`config.mk`:
```
export PLATFORM = sky130hd
export DESIGN_NAME = logical_issue
export DESIGN_NICKNAME = d
export VERILOG_FILES = /design/src/rtl/logical_issue.sv
export SDC_FILE = /design/constraint.sdc
export NUM_CORES = 1
export LEC_CHECK = 0
export CORE_MARGIN = 10
export CORE_UTILIZATION = 40
export CTS_CLUSTER_DIAMETER = 100
export DETAILED_ROUTE_END_ITERATION = 8
export PLACE_DENSITY = 0.83
export SYNTH_ARGS = -nofsm -noshare
export SYNTH_HDL_FRONTEND = slang
export SYNTH_SLANG_ARGS = --single-unit
```
`constraint.sdc`:
```
create_clock -name clk -period 2.5 [get_ports clk]
set_input_delay 0.375 -clock clk [delete_from_list [all_inputs] [get_ports clk]]
set_output_delay 0.375 -clock clk [all_outputs]
set_load 0.005 [all_outputs]
```
`src/rtl/logical_issue.sv`:
```
// Issue/collect front-end for the 32-bit logical unit.
// Requests are decoded into the unit's ops encoding, held in a single issue
// register that drives the unit, and the unit's combinational result is
// captured into a small response FIFO returned over a valid/ready handshake.
module logical_issue #(
  parameter int TAG_W     = 4,
  parameter int RSP_DEPTH = 2,
  parameter int ERRCNT_W  = 8
) (
  input  logic                clk,
  input  logic                nreset,
  input  logic                req_valid,
  output logic                req_ready,
  input  logic [2:0]          req_func,
  input  logic [31:0]         req_a,
  input  logic [31:0]         req_b,
  input  logic [TAG_W-1:0]    req_tag,
  output logic [31:0]         lu_op1,
  output logic [31:0]         lu_op2,
  output logic [1:0]          lu_ops,
  input  logic [31:0]         lu_out,
  output logic                rsp_valid,
  input  logic                rsp_ready,
  output logic [31:0]         rsp_data,
  output logic [TAG_W-1:0]    rsp_tag,
  output logic                rsp_err,
  output logic [ERRCNT_W-1:0] err_count
);

  localparam int PTR_W = (RSP_DEPTH > 1) ? $clog2(RSP_DEPTH) : 1;
  localparam int CNT_W = $clog2(RSP_DEPTH + 1);
  localparam logic [CNT_W-1:0] DEPTH_C  = CNT_W'(RSP_DEPTH);
  localparam logic [PTR_W-1:0] LAST_PTR = PTR_W'(RSP_DEPTH - 1);

  // Logical unit ops encoding.
  typedef enum logic [1:0] {
    OPS_ZERO = 2'b00,
    OPS_OR   = 2'b01,
    OPS_XOR  = 2'b10,
    OPS_AND  = 2'b11
  } ops_e;

  // Issue register.
  logic             s1_v;
  logic [31:0]      s1_a;
  logic [31:0]      s1_b;
  ops_e             s1_ops;
  logic [TAG_W-1:0] s1_tag;
  logic             s1_err;

  // Response FIFO.
  logic [31:0]      mem_data [RSP_DEPTH];
  logic [TAG_W-1:0] mem_tag  [RSP_DEPTH];
  logic             mem_err  [RSP_DEPTH];
  logic [PTR_W-1:0] rd_ptr;
  logic [PTR_W-1:0] wr_ptr;
  logic [CNT_W-1:0] fifo_count;

  ops_e        dec_ops;
  logic        dec_err;
  logic        accept;
  logic        pop;
  logic        advance;
  logic [31:0] push_data;

  // Decode the function code into the unit's ops encoding and an illegal flag.
  always_comb begin
    // NOTE: defaults before the case keep every path assigned, so no latch is inferred.
    dec_ops = OPS_ZERO;
    dec_err = 1'b0;
    case (req_func)
      3'b000:  dec_ops = OPS_AND;
      3'b001:  dec_ops = OPS_OR;
      3'b010:  dec_ops = OPS_XOR;
      3'b011:  dec_ops = OPS_ZERO;
      default: dec_err = 1'b1;
    endcase
  end

  // The issue register moves into the FIFO when there is room, or when a pop
  // frees an entry at the same edge; a free or draining register takes a new request.
  assign rsp_valid = (fifo_count != '0);
  assign pop       = rsp_valid && rsp_ready;
  assign advance   = s1_v && ((fifo_count < DEPTH_C) || pop);
  assign req_ready = !s1_v || advance;
  assign accept    = req_valid && req_ready;

  // ZERO and illegal codes both leave ops at 00; their result is defined as 0
  // regardless of what the unit produces for that encoding.
  assign push_data = (s1_ops == OPS_ZERO) ? 32'h0 : lu_out;

  assign lu_op1 = s1_v ? s1_a : 32'h0;
  assign lu_op2 = s1_v ? s1_b : 32'h0;
  assign lu_ops = s1_v ? s1_ops : OPS_ZERO;

  // Issue register: load on request handshake, empty when it advances alone.
  always_ff @(posedge clk or negedge nreset) begin
    if (!nreset) begin
      // NOTE: sequential state always uses non-blocking assignments.
      s1_v   <= 1'b0;
      s1_a   <= '0;
      s1_b   <= '0;
      s1_ops <= OPS_ZERO;
      s1_tag <= '0;
      s1_err <= 1'b0;
    end else if (accept) begin
      s1_v   <= 1'b1;
      s1_a   <= req_a;
      s1_b   <= req_b;
      s1_ops <= dec_ops;
      s1_tag <= req_tag;
      s1_err <= dec_err;
    end else if (advance) begin
      s1_v <= 1'b0;
    end
  end

  // FIFO storage written at the tail on advance.
  always_ff @(posedge clk) begin
    // NOTE: storage is deliberately not reset; outputs are gated by rsp_valid,
    // so stale contents are never visible.
    if (advance) begin
      mem_data[wr_ptr] <= push_data;
      mem_tag[wr_ptr]  <= s1_tag;
      mem_err[wr_ptr]  <= s1_err;
    end
  end

  // FIFO pointers and occupancy; simultaneous push and pop leave the count unchanged.
  always_ff @(posedge clk or negedge nreset) begin
    if (!nreset) begin
      rd_ptr     <= '0;
      wr_ptr     <= '0;
      fifo_count <= '0;
    end else begin
      if (advance) wr_ptr <= (wr_ptr == LAST_PTR) ? '0 : wr_ptr + PTR_W'(1);
      if (pop)     rd_ptr <= (rd_ptr == LAST_PTR) ? '0 : rd_ptr + PTR_W'(1);
      case ({advance, pop})
        2'b10:   fifo_count <= fifo_count + CNT_W'(1);
        2'b01:   fifo_count <= fifo_count - CNT_W'(1);
        default: fifo_count <= fifo_count;
      endcase
    end
  end

  // Saturating count of accepted illegal requests.
  always_ff @(posedge clk or negedge nreset) begin
    if (!nreset) begin
      err_count <= '0;
    end else if (accept && dec_err && (err_count != '1)) begin
      err_count <= err_count + ERRCNT_W'(1);
    end
  end

  assign rsp_data = rsp_valid ? mem_data[rd_ptr] : 32'h0;
  assign rsp_tag  = rsp_valid ? mem_tag[rd_ptr]  : '0;
  assign rsp_err  = rsp_valid ? mem_err[rd_ptr]  : 1'b0;

endmodule

```
==> flow_summary.ini, run 1 <==
[status]
run_status = finished, final reports clean

[route]
drtIter0Drc = 185
drc_errors = 0
routed_wl_um = 17000
via_per_inst = 4.83
final_antenna_net_count = 0
num_vias = 4512
wl_per_cell_um = 18.2
drtPass1Iterations = 4

[worst_setup_path]
slowest_stage = clkdlybuf4s50_1
rr_startpoint = fifo_count[1]
worstSetupStartpointType = register
cp.arrival_ns = 1.97
cp-end-kind = output pin
slowest_delay_ns = 0.49
rrSetupSlack_ns = 0.55
path_class = register to output pin
ff2ff_path_depth = 7
cp.required_ns = 2.12
critPathCapture = rsp_tag[2]
crit_chain = nor2_2 > buf_4 > nor2_1 > clkdlybuf4s50_1
crit_fanout = 38
critPathLaunch = fifo_count[1]
r2r_end = fifo_count[1]

[sta]
worst_clock_skew_ns = 0.00880
final-setup-viol-count = 0
fin_crit_sh_pct = 93.8
tns_ns = 0
slew_viol_final = 0
fmax_mhz = 426
worst_pin_slew_ns = 0.403
slew_headroom_pct = 73.2
layout_min_cycle_time_ns = 2.34
rsz0062_at_grt = false
finalHoldViolations = 0

[logic_synthesis]
synth_fp_nets = 585
ys_types = 33
yosys_warnings = 0
ys_seq_area_share_pct = 64.0
synthCells = 476
synthArstFlopShare_pct = 53.2
avgSynthCellArea_um2 = 14.2
synth_edf_count = 74
netlist_area_um2 = 6760
ys_ff_latch = 158
synthFlopType = dfrtp_1

[power_and_ir_drop]
power.density_nw_per_um2 = 999
finalPower_mw = 9.83
peakVddDrop_mv = 0.497
leakage_nw = 3.88

[clock_network]
cts_buffer_depth = 2
cts_tree = done
cts-buffers-inserted = 17
clk_latency_ns = 0.41
htree_levels = 4
cts.clk_slew.worst_paths_ns = 0.06
cts_num_sinks = 158
cts.root.buffer_cell = clkbuf_16

[global_routing]
grt_overflow_total = 0
grt_pass1_vias = 4922
antenna_found_initial = 0
grt_use_total_pct = 15.1
grt_pass1_wl_um = 26500
grt_max_degree = 57

[final_layout]
layout.cells.most_common_list = clkdlybuf4s50_1, dfrtp_1, edfxtp_1
drive_gt1_share_pct = 17.1
final_core_util_pct = 59.4
final_area_um2 = 9850
layout_commonest_cell = clkdlybuf4s50_1
nNetsFinal = 810
antenna-diode-count = 0
area_delta_synth_final_pct = 45.7
final-instance-count-excl-fill = 934

[min_path]
min_path_type = primary input to async pin

[placed_design]
dpl-instance-area_um2 = 9230
hpwl_um = 12500
port_buffers = 219
finalWeightedCongestion = 0.737
place_inst = 898

[floorplanning]
io_pins = 220
core_um2 = 16600
fp.dieW_um = 150
start_util_pct = 40.7
die_h_um = 150
dieArea_um2 = 22500
rows = 47

[run]
cap_violations = 0
[state kept, by name, summed over array words and instances (netlist names)]
name,cells
rd_ptr,1
s1_err,1
mem_tag,8
mem_data,64
s1_a,32
s1_ops,2
wr_ptr,1
mem_err,2
s1_b,32
fifo_count,2
err_count,8
s1_v,1
s1_tag,4
[synthesized netlist by cell type, types with 2 or more instances]
| cell type | number | area (um2) |
|---|---|---|
| o31ai_1 | 2 | 15.0 |
| nor2b_1 | 32 | 200 |
| xnor2_1 | 5 | 43.8 |
| xor2_1 | 5 | 43.8 |
| and2_1 | 67 | 419 |
| nand3_1 | 3 | 15.0 |
| buf_6 | 7 | 78.8 |
| nand2_1 | 6 | 22.5 |
| inv_1 | 4 | 15.0 |
| buf_2 | 4 | 20.0 |
| dfrtp_1 | 84 | 2100 |
| ha_1 | 2 | 25.0 |
| mux2_2 | 65 | 732 |
| mux2i_1 | 38 | 380 |
| mux2_1 | 4 | 45.0 |
| buf_1 | 3 | 11.3 |
| nor2_1 | 45 | 169 |
| clkbuf_1 | 11 | 41.3 |
| nand2b_1 | 2 | 12.5 |
| edfxtp_1 | 74 | 2220 |
[area by class of cell]
cell class | count | area [um2]
fillers | 1304 | 6740
flip-flops and latches | 158 | 4330
repair buffers | 232 | 2360
multi-input cells | 288 | 2280
clock buffers | 17 | 425
well taps | 220 | 275
clock inverters | 15 | 160
inverters | 4 | 15.0
[per-stage QoR]
| stage | setup WS, ns | hold slack (ns) |
|---|---|---|
| finish | 0.155 | 0.435 |
| global route | 0.0224 | 0.447 |
| CTS | 0.0315 | 0.443 |
| detailed placement | 0.425 | 0.336 |
| global placement | 0.487 | 0.319 |
| floorplan | 0.318 | 0.0794 |
[routing by layer]
layer,vias to the layer above,wire (um),global-route usage (%)
met1,2246,6690,17.2
met2,165,8320,25.0
met3,20,1730,6.43
met5,-,0,0
li1,2081,-,-
met4,0,249,4.81
[cells by family after synthesis]
group                    count (synthesis)  share of synthesized area (%)
AO/OA/AOI/OAI                            5                          0.907
AND/OR/NAND/NOR                        163                           13.5
multiplexers                           108                           17.4
flip-flops                             158                           64.0
XOR/XNOR                                10                           1.30
buffers and inverters                   30                           2.57
adder cells (fa/ha/maj)                  2                          0.370
[critical path: cells and delay by family, from the launching register on]
kind,cells,cell delay (ns)
buf+inv,2,0.85
flops,1,0.45
simple gates,2,0.26
[worst min path at each step]
stage,start,to,slack (ns),cells past startpoint
after floorplan,nreset,err_count[0],0.08,0
after global placement,nreset,s1_a[6],0.32,1
after detailed placement,nreset,s1_a[6],0.34,1
after CTS,nreset,s1_a[6],0.44,2
after global routing,nreset,s1_a[6],0.45,2
final,nreset,s1_a[6],0.44,2
[power by group]
group          internal, mW  total [mW]  switching, mW
sequential             3.47        3.79          0.318
clock                  1.49        2.54           1.06
combinational          2.03        3.50           1.47
total                  6.99        9.83           2.84
[timing repair]
action | in CTS | in global routing
hold endpoints to repair | 28 | 0
endpoints found under the setup margin | 1 | 6
pin swaps | 0 | 0
hold buffers | 1 | 0
resized for setup | 1 | 1
setup buffers | 0 | 3
(Power assumes the default switching activity.)
==> run 2: changes to the inputs <==
--- a/config.mk
+++ b/config.mk
@@ -9,7 +9,8 @@
 export CORE_UTILIZATION = 40
 export CTS_CLUSTER_DIAMETER = 100
 export DETAILED_ROUTE_END_ITERATION = 8
-export PLACE_DENSITY = 0.83
+export PLACE_DENSITY = 0.8
+export SETUP_SLACK_MARGIN = 0.5
 export SYNTH_ARGS = -nofsm -noshare
 export SYNTH_HDL_FRONTEND = slang
 export SYNTH_SLANG_ARGS = --single-unit
==> constraint.sdc (replaced) <==
create_clock -name clk -period 2.3 [get_ports clk]
set_input_delay 0.345 -clock clk [delete_from_list [all_inputs] [get_ports clk]]
set_output_delay 0.345 -clock clk [all_outputs]
set_load 0.005 [all_outputs]
==> run 2 against run 1 <==
Combinational power rose by 17%; count of clock-buffer cells in the layout grew 4; clock power grew 7%; first-iteration DRC count increased by 14%; die area stayed put; clock skew up 0.00096 ns; wire length rose by 7.9%; sequential share of layout area fell by 0.86 points.
==> flow_summary.ini, run 2 (same netlist as run 1, synthesis figures left out) <==
[status]
run_status = finished, final reports clean

[route]
final_antenna_net_count = 0
via_per_inst = 4.81
drtPass1Iterations = 4
routed_wl_um = 18300
drtIter0Drc = 210
drc_errors = 0
num_vias = 4584
wl_per_cell_um = 19.2

[sta]
worst_pin_slew_ns = 0.573
fin_crit_sh_pct = 89.2
fmax_mhz = 487
finalHoldViolations = 0
tns_ns = 0
slew_headroom_pct = 61.8
layout_min_cycle_time_ns = 2.05
worst_clock_skew_ns = 0.00976
final-setup-viol-count = 0
fin_ws_ns = 0.248
slew_viol_final = 0
rsz0062_at_grt = true
holdWs_ns = 0.470

[global_routing]
grt_overflow_total = 0
grt_pass1_vias = 5182
grt_max_degree = 67
grt_pass1_wl_um = 27900
antenna_found_initial = 0
grt_use_total_pct = 15.9

[placed_design]
finalWeightedCongestion = 0.735
port_buffers = 219
hpwl_um = 12800
dpl-instance-area_um2 = 9260
pre_cts_slack_ns = 0.268

[worst_setup_path]
path_buf_inv = 4
cp-end-kind = output pin
slowest_delay_ns = 0.53
path_class = register to output pin
ff2ff_path_depth = 5
slowest_stage = dfrtp_4
crit_fanout = 6
crit_family = flip-flops
worstSetupStartpointType = register
crit_chain = buf_12 > buf_6 > buf_8 > mux2i_1 > nor2_1 > buf_2
cp.required_ns = 1.96
cp.arrival_ns = 1.71
cp.depth = 6

[clock_network]
cts.clk_slew.worst_paths_ns = 0.06
cts-buffers-inserted = 17
cts_num_sinks = 158
cts_buffer_depth = 2
cts.root.buffer_cell = clkbuf_16
cts_tree = done
htree_levels = 4
clk_latency_ns = 0.41

[final_layout]
antenna-diode-count = 0
drive_gt1_share_pct = 26.0
layout_commonest_cell = clkdlybuf4s50_1
top_register = mem_data
final_core_util_pct = 60.6
layout.cells.most_common_list = clkdlybuf4s50_1, dfrtp_1, edfxtp_1
largest_register_ffs = 64
reg_top3 = mem_data x64, s1_a x32, s1_b x32
area_delta_synth_final_pct = 48.8
nNetsFinal = 830
final_area_um2 = 10100

[run]
cap_violations = 0

[floorplanning]
dieArea_um2 = 22500
rows = 47
core_um2 = 16600
start_util_pct = 40.7
die_h_um = 150
fp.dieW_um = 150
io_pins = 220

[min_path]
min_path_cells = 0
min_path_type = register to register

[power_and_ir_drop]
power.density_nw_per_um2 = 1090
leakage_nw = 4.12
peakVddDrop_mv = 0.573
-- run 2: power by group --
group | switching [mW] | internal (mW)
Combinational | 1.78 | 2.31
Clock | 1.10 | 1.63
Sequential | 0.359 | 3.78
Total | 3.24 | 7.72
-- run 2: repair_timing --
item | in CTS | in global routing
endpoints found under the setup margin | 106 | 169
pin swaps | 17 | 19
setup buffers | 16 | 1
hold endpoints to repair | 42 | 0
hold buffers | 1 | 0
cloned | 1 | 2
resized for setup | 154 | 35
-- run 2: final cells by class --
| cell class | instances | area (um2) |
|---|---|---|
| multi-input combinational | 288 | 2320 |
| fill | 1306 | 6530 |
| timing repair buffer | 252 | 2520 |
| clock buffer | 21 | 485 |
| clock inverter | 11 | 104 |
| sequential | 158 | 4330 |
| inverter | 4 | 15.0 |
| tap | 220 | 275 |
-- run 2: worst paths after layout --
kind | start | endpoint | slack (ns)
min reg2reg | s1_tag[3] | mem_tag[1][3] | 0.47
min | s1_tag[3] | mem_tag[1][3] | 0.47
max | rd_ptr | rsp_data[11] | 0.25
max in group asynchronous | nreset | s1_b[31] | 1.18
min in group asynchronous | nreset | s1_a[13] | 0.48
max reg2reg | s1_v | err_count[4] | 0.63
-- run 2: per-layer routing --
layer	routed length, um	global-route usage, %	part of all wire [%]
met5	0	0	0
met4	177	5.00	0.97
met3	2050	8.82	11
met2	8660	25.5	47
met1	7440	17.7	41
-- run 2: metrics by stage --
step	cells	power [mW]
2_1_floorplan	476	5.83
3_3_place_gp	901	7.97
3_5_place_dp	901	8.10
4_1_cts	951	10.9
5_1_grt	954	11.6
6_report	954	11.0
==> run 3: changes to the inputs <==
==> constraint.sdc (replaced) <==
create_clock -name clk -period 2.4 [get_ports clk]
set_input_delay 0.36 -clock clk [delete_from_list [all_inputs] [get_ports clk]]
set_output_delay 0.36 -clock clk [all_outputs]
set_load 0.005 [all_outputs]
==> run 3 against run 2 <==
Largest power group is now combinational cells; first-iteration DRC count is 5.2% higher; largest cell class unchanged; register-to-register slack worse by 0.04 ns; highest routed layer unchanged; utilization is 1.6 points higher; final area is 2.6% higher; cell count is 0.84% higher.
==> flow_summary.ini, run 3 (same netlist as run 1, synthesis figures left out) <==
[worst_setup_path]
crit_chain = buf_16 > buf_6 > mux2i_1 > nor2_1 > buf_2
cp.required_ns = 2.04
cp.arrival_ns = 1.64
path_class = register to output pin
crit_family = flip-flops
slowest_stage = dfrtp_4
crit_fanout = 5
path_buf_inv = 3
cp-end-kind = output pin
worstSetupStartpointType = register
slowest_delay_ns = 0.53

[global_routing]
grtUsageMet3_pct = 8.64
grt_use_total_pct = 17.0
grt_busiest_layer = met2
met2_usage_pct = 27.7
use_met1_pct = 18.9
grt_max_degree = 52
grt_pass1_vias = 5236
grt_overflow_total = 0
antenna_found_initial = 0
grt_pass1_wl_um = 29600

[clock_network]
cts.clk_slew.worst_paths_ns = 0.06
clk_latency_ns = 0.41
cts_buffer_depth = 2
cts-buffers-inserted = 17
cts_num_sinks = 158
cts.root.buffer_cell = clkbuf_16
cts_tree = done
htree_levels = 4

[power_and_ir_drop]
power.density_nw_per_um2 = 1070
leakage_nw = 4.38
peakVddDrop_mv = 0.579
finalPower_mw = 11.0

[min_path]
min_path_type = register to register

[route]
num_vias = 4649
wl_per_cell_um = 20.2
drtIter0Drc = 221
via_per_inst = 4.83
drc_errors = 0
final_antenna_net_count = 0
routed_wl_um = 19500
drtPass1Iterations = 4

[placed_design]
place_inst = 899
port_buffers = 219
hpwl_um = 12400
finalWeightedCongestion = 0.793

[floorplanning]
start_util_pct = 40.7
io_pins = 220
rows = 47
core_um2 = 16600
dieArea_um2 = 22500
fp.dieW_um = 150
die_h_um = 150

[sta]
rsz0062_at_grt = true
slew_headroom_pct = 59.5
final-setup-viol-count = 0
tns_ns = 0
worst_clock_skew_ns = 0.00569
finalHoldViolations = 0
layout_min_cycle_time_ns = 2.00
slew_viol_final = 0
fmax_mhz = 501
worst_pin_slew_ns = 0.608
fin_crit_sh_pct = 83.2

[final_layout]
nNetsFinal = 838
area_delta_synth_final_pct = 52.6
antenna-diode-count = 0
seq_area_um2 = 4330
top_register = mem_data
layout.cells.most_common_list = clkdlybuf4s50_1, dfrtp_1, edfxtp_1
drive_gt1_share_pct = 38.7
layout_commonest_cell = clkdlybuf4s50_1
final-instance-count-excl-fill = 962
largest_register_ffs = 64
final_core_util_pct = 62.2
reg_top3 = mem_data x64, s1_a x32, s1_b x32
multi_input_area_um2 = 2390
n_fill_cell = 1284

[status]
run_status = finished, final reports clean

[run]
cap_violations = 0
run 3: cell count changes in the layout (fill, tap and decap cells not counted), sizes merged, moves of 4 or more:
cell / change
buf: +43
clkbuf: +20
clkdlybuf4s15: +11
clkdlybuf4s50: -61
dlymetal6s2s: -4
run 3: final timing paths:
path,depth (start not counted),end,startpoint,slack (ns)
worst min register to register,0,mem_tag[1][3],s1_tag[3],0.47
worst min-delay path,0,mem_tag[1][3],s1_tag[3],0.47
worst max-delay path,5,rsp_data[12],rd_ptr,0.40
max in group asynchronous,3,s1_a[4],nreset,1.26
worst max register to register,6,s1_tag[2],s1_v,0.59
min in group asynchronous,2,s1_a[6],nreset,0.50
run 3: final cells by class:
cell class                 instances  area share [%]
inverter                           4           0.146
timing repair buffer             260            25.8
sequential                       158            42.0
multi-input combinational        288            23.2
tap                              220            2.67
clock inverter                     8            1.23
clock buffer                      24            4.95
run 3: timing repair:
action | CTS | global route
cloned | 8 | 3
setup endpoints to repair | 105 | 102
pin swaps | 18 | 17
hold buffers | 1 | 0
gates resized for setup | 300 | 169
setup buffers | 18 | 1
hold endpoints to repair | 45 | 0
run 3: worst register-to-register path: cells and delay by family (launching register included):
kind          cells  cell delay (ns)
buf+inv           3             0.69
mux               1             0.39
simple gates      2             0.21
flops             1             0.40
run 3: routing by layer:
metal	wire, um	vias to the layer above
met4	403	0
met3	2270	26
met1	7370	2279
met5	0	-
li1	-	2140
met2	9410	204
run 3: metrics by stage:
stage                     hold slack [ns]  setup WS [ns]  area (um2)
after floorplan                    0.0644          0.610        6770
after global placement              0.414          0.398        9230
after detailed placement            0.423          0.373        9230
after CTS                           0.475          0.386       10200
after global routing                0.489          0.334       10300
final                               0.473          0.402       10300
run 3: power breakdown:
part	switching (mW)	total, mW	internal [mW]	leakage [nW]
clock network	1.05	2.86	1.81	0.313
logic	1.78	4.14	2.36	2.38
registers	0.372	4.00	3.63	1.69
total	3.20	11.0	7.80	4.38
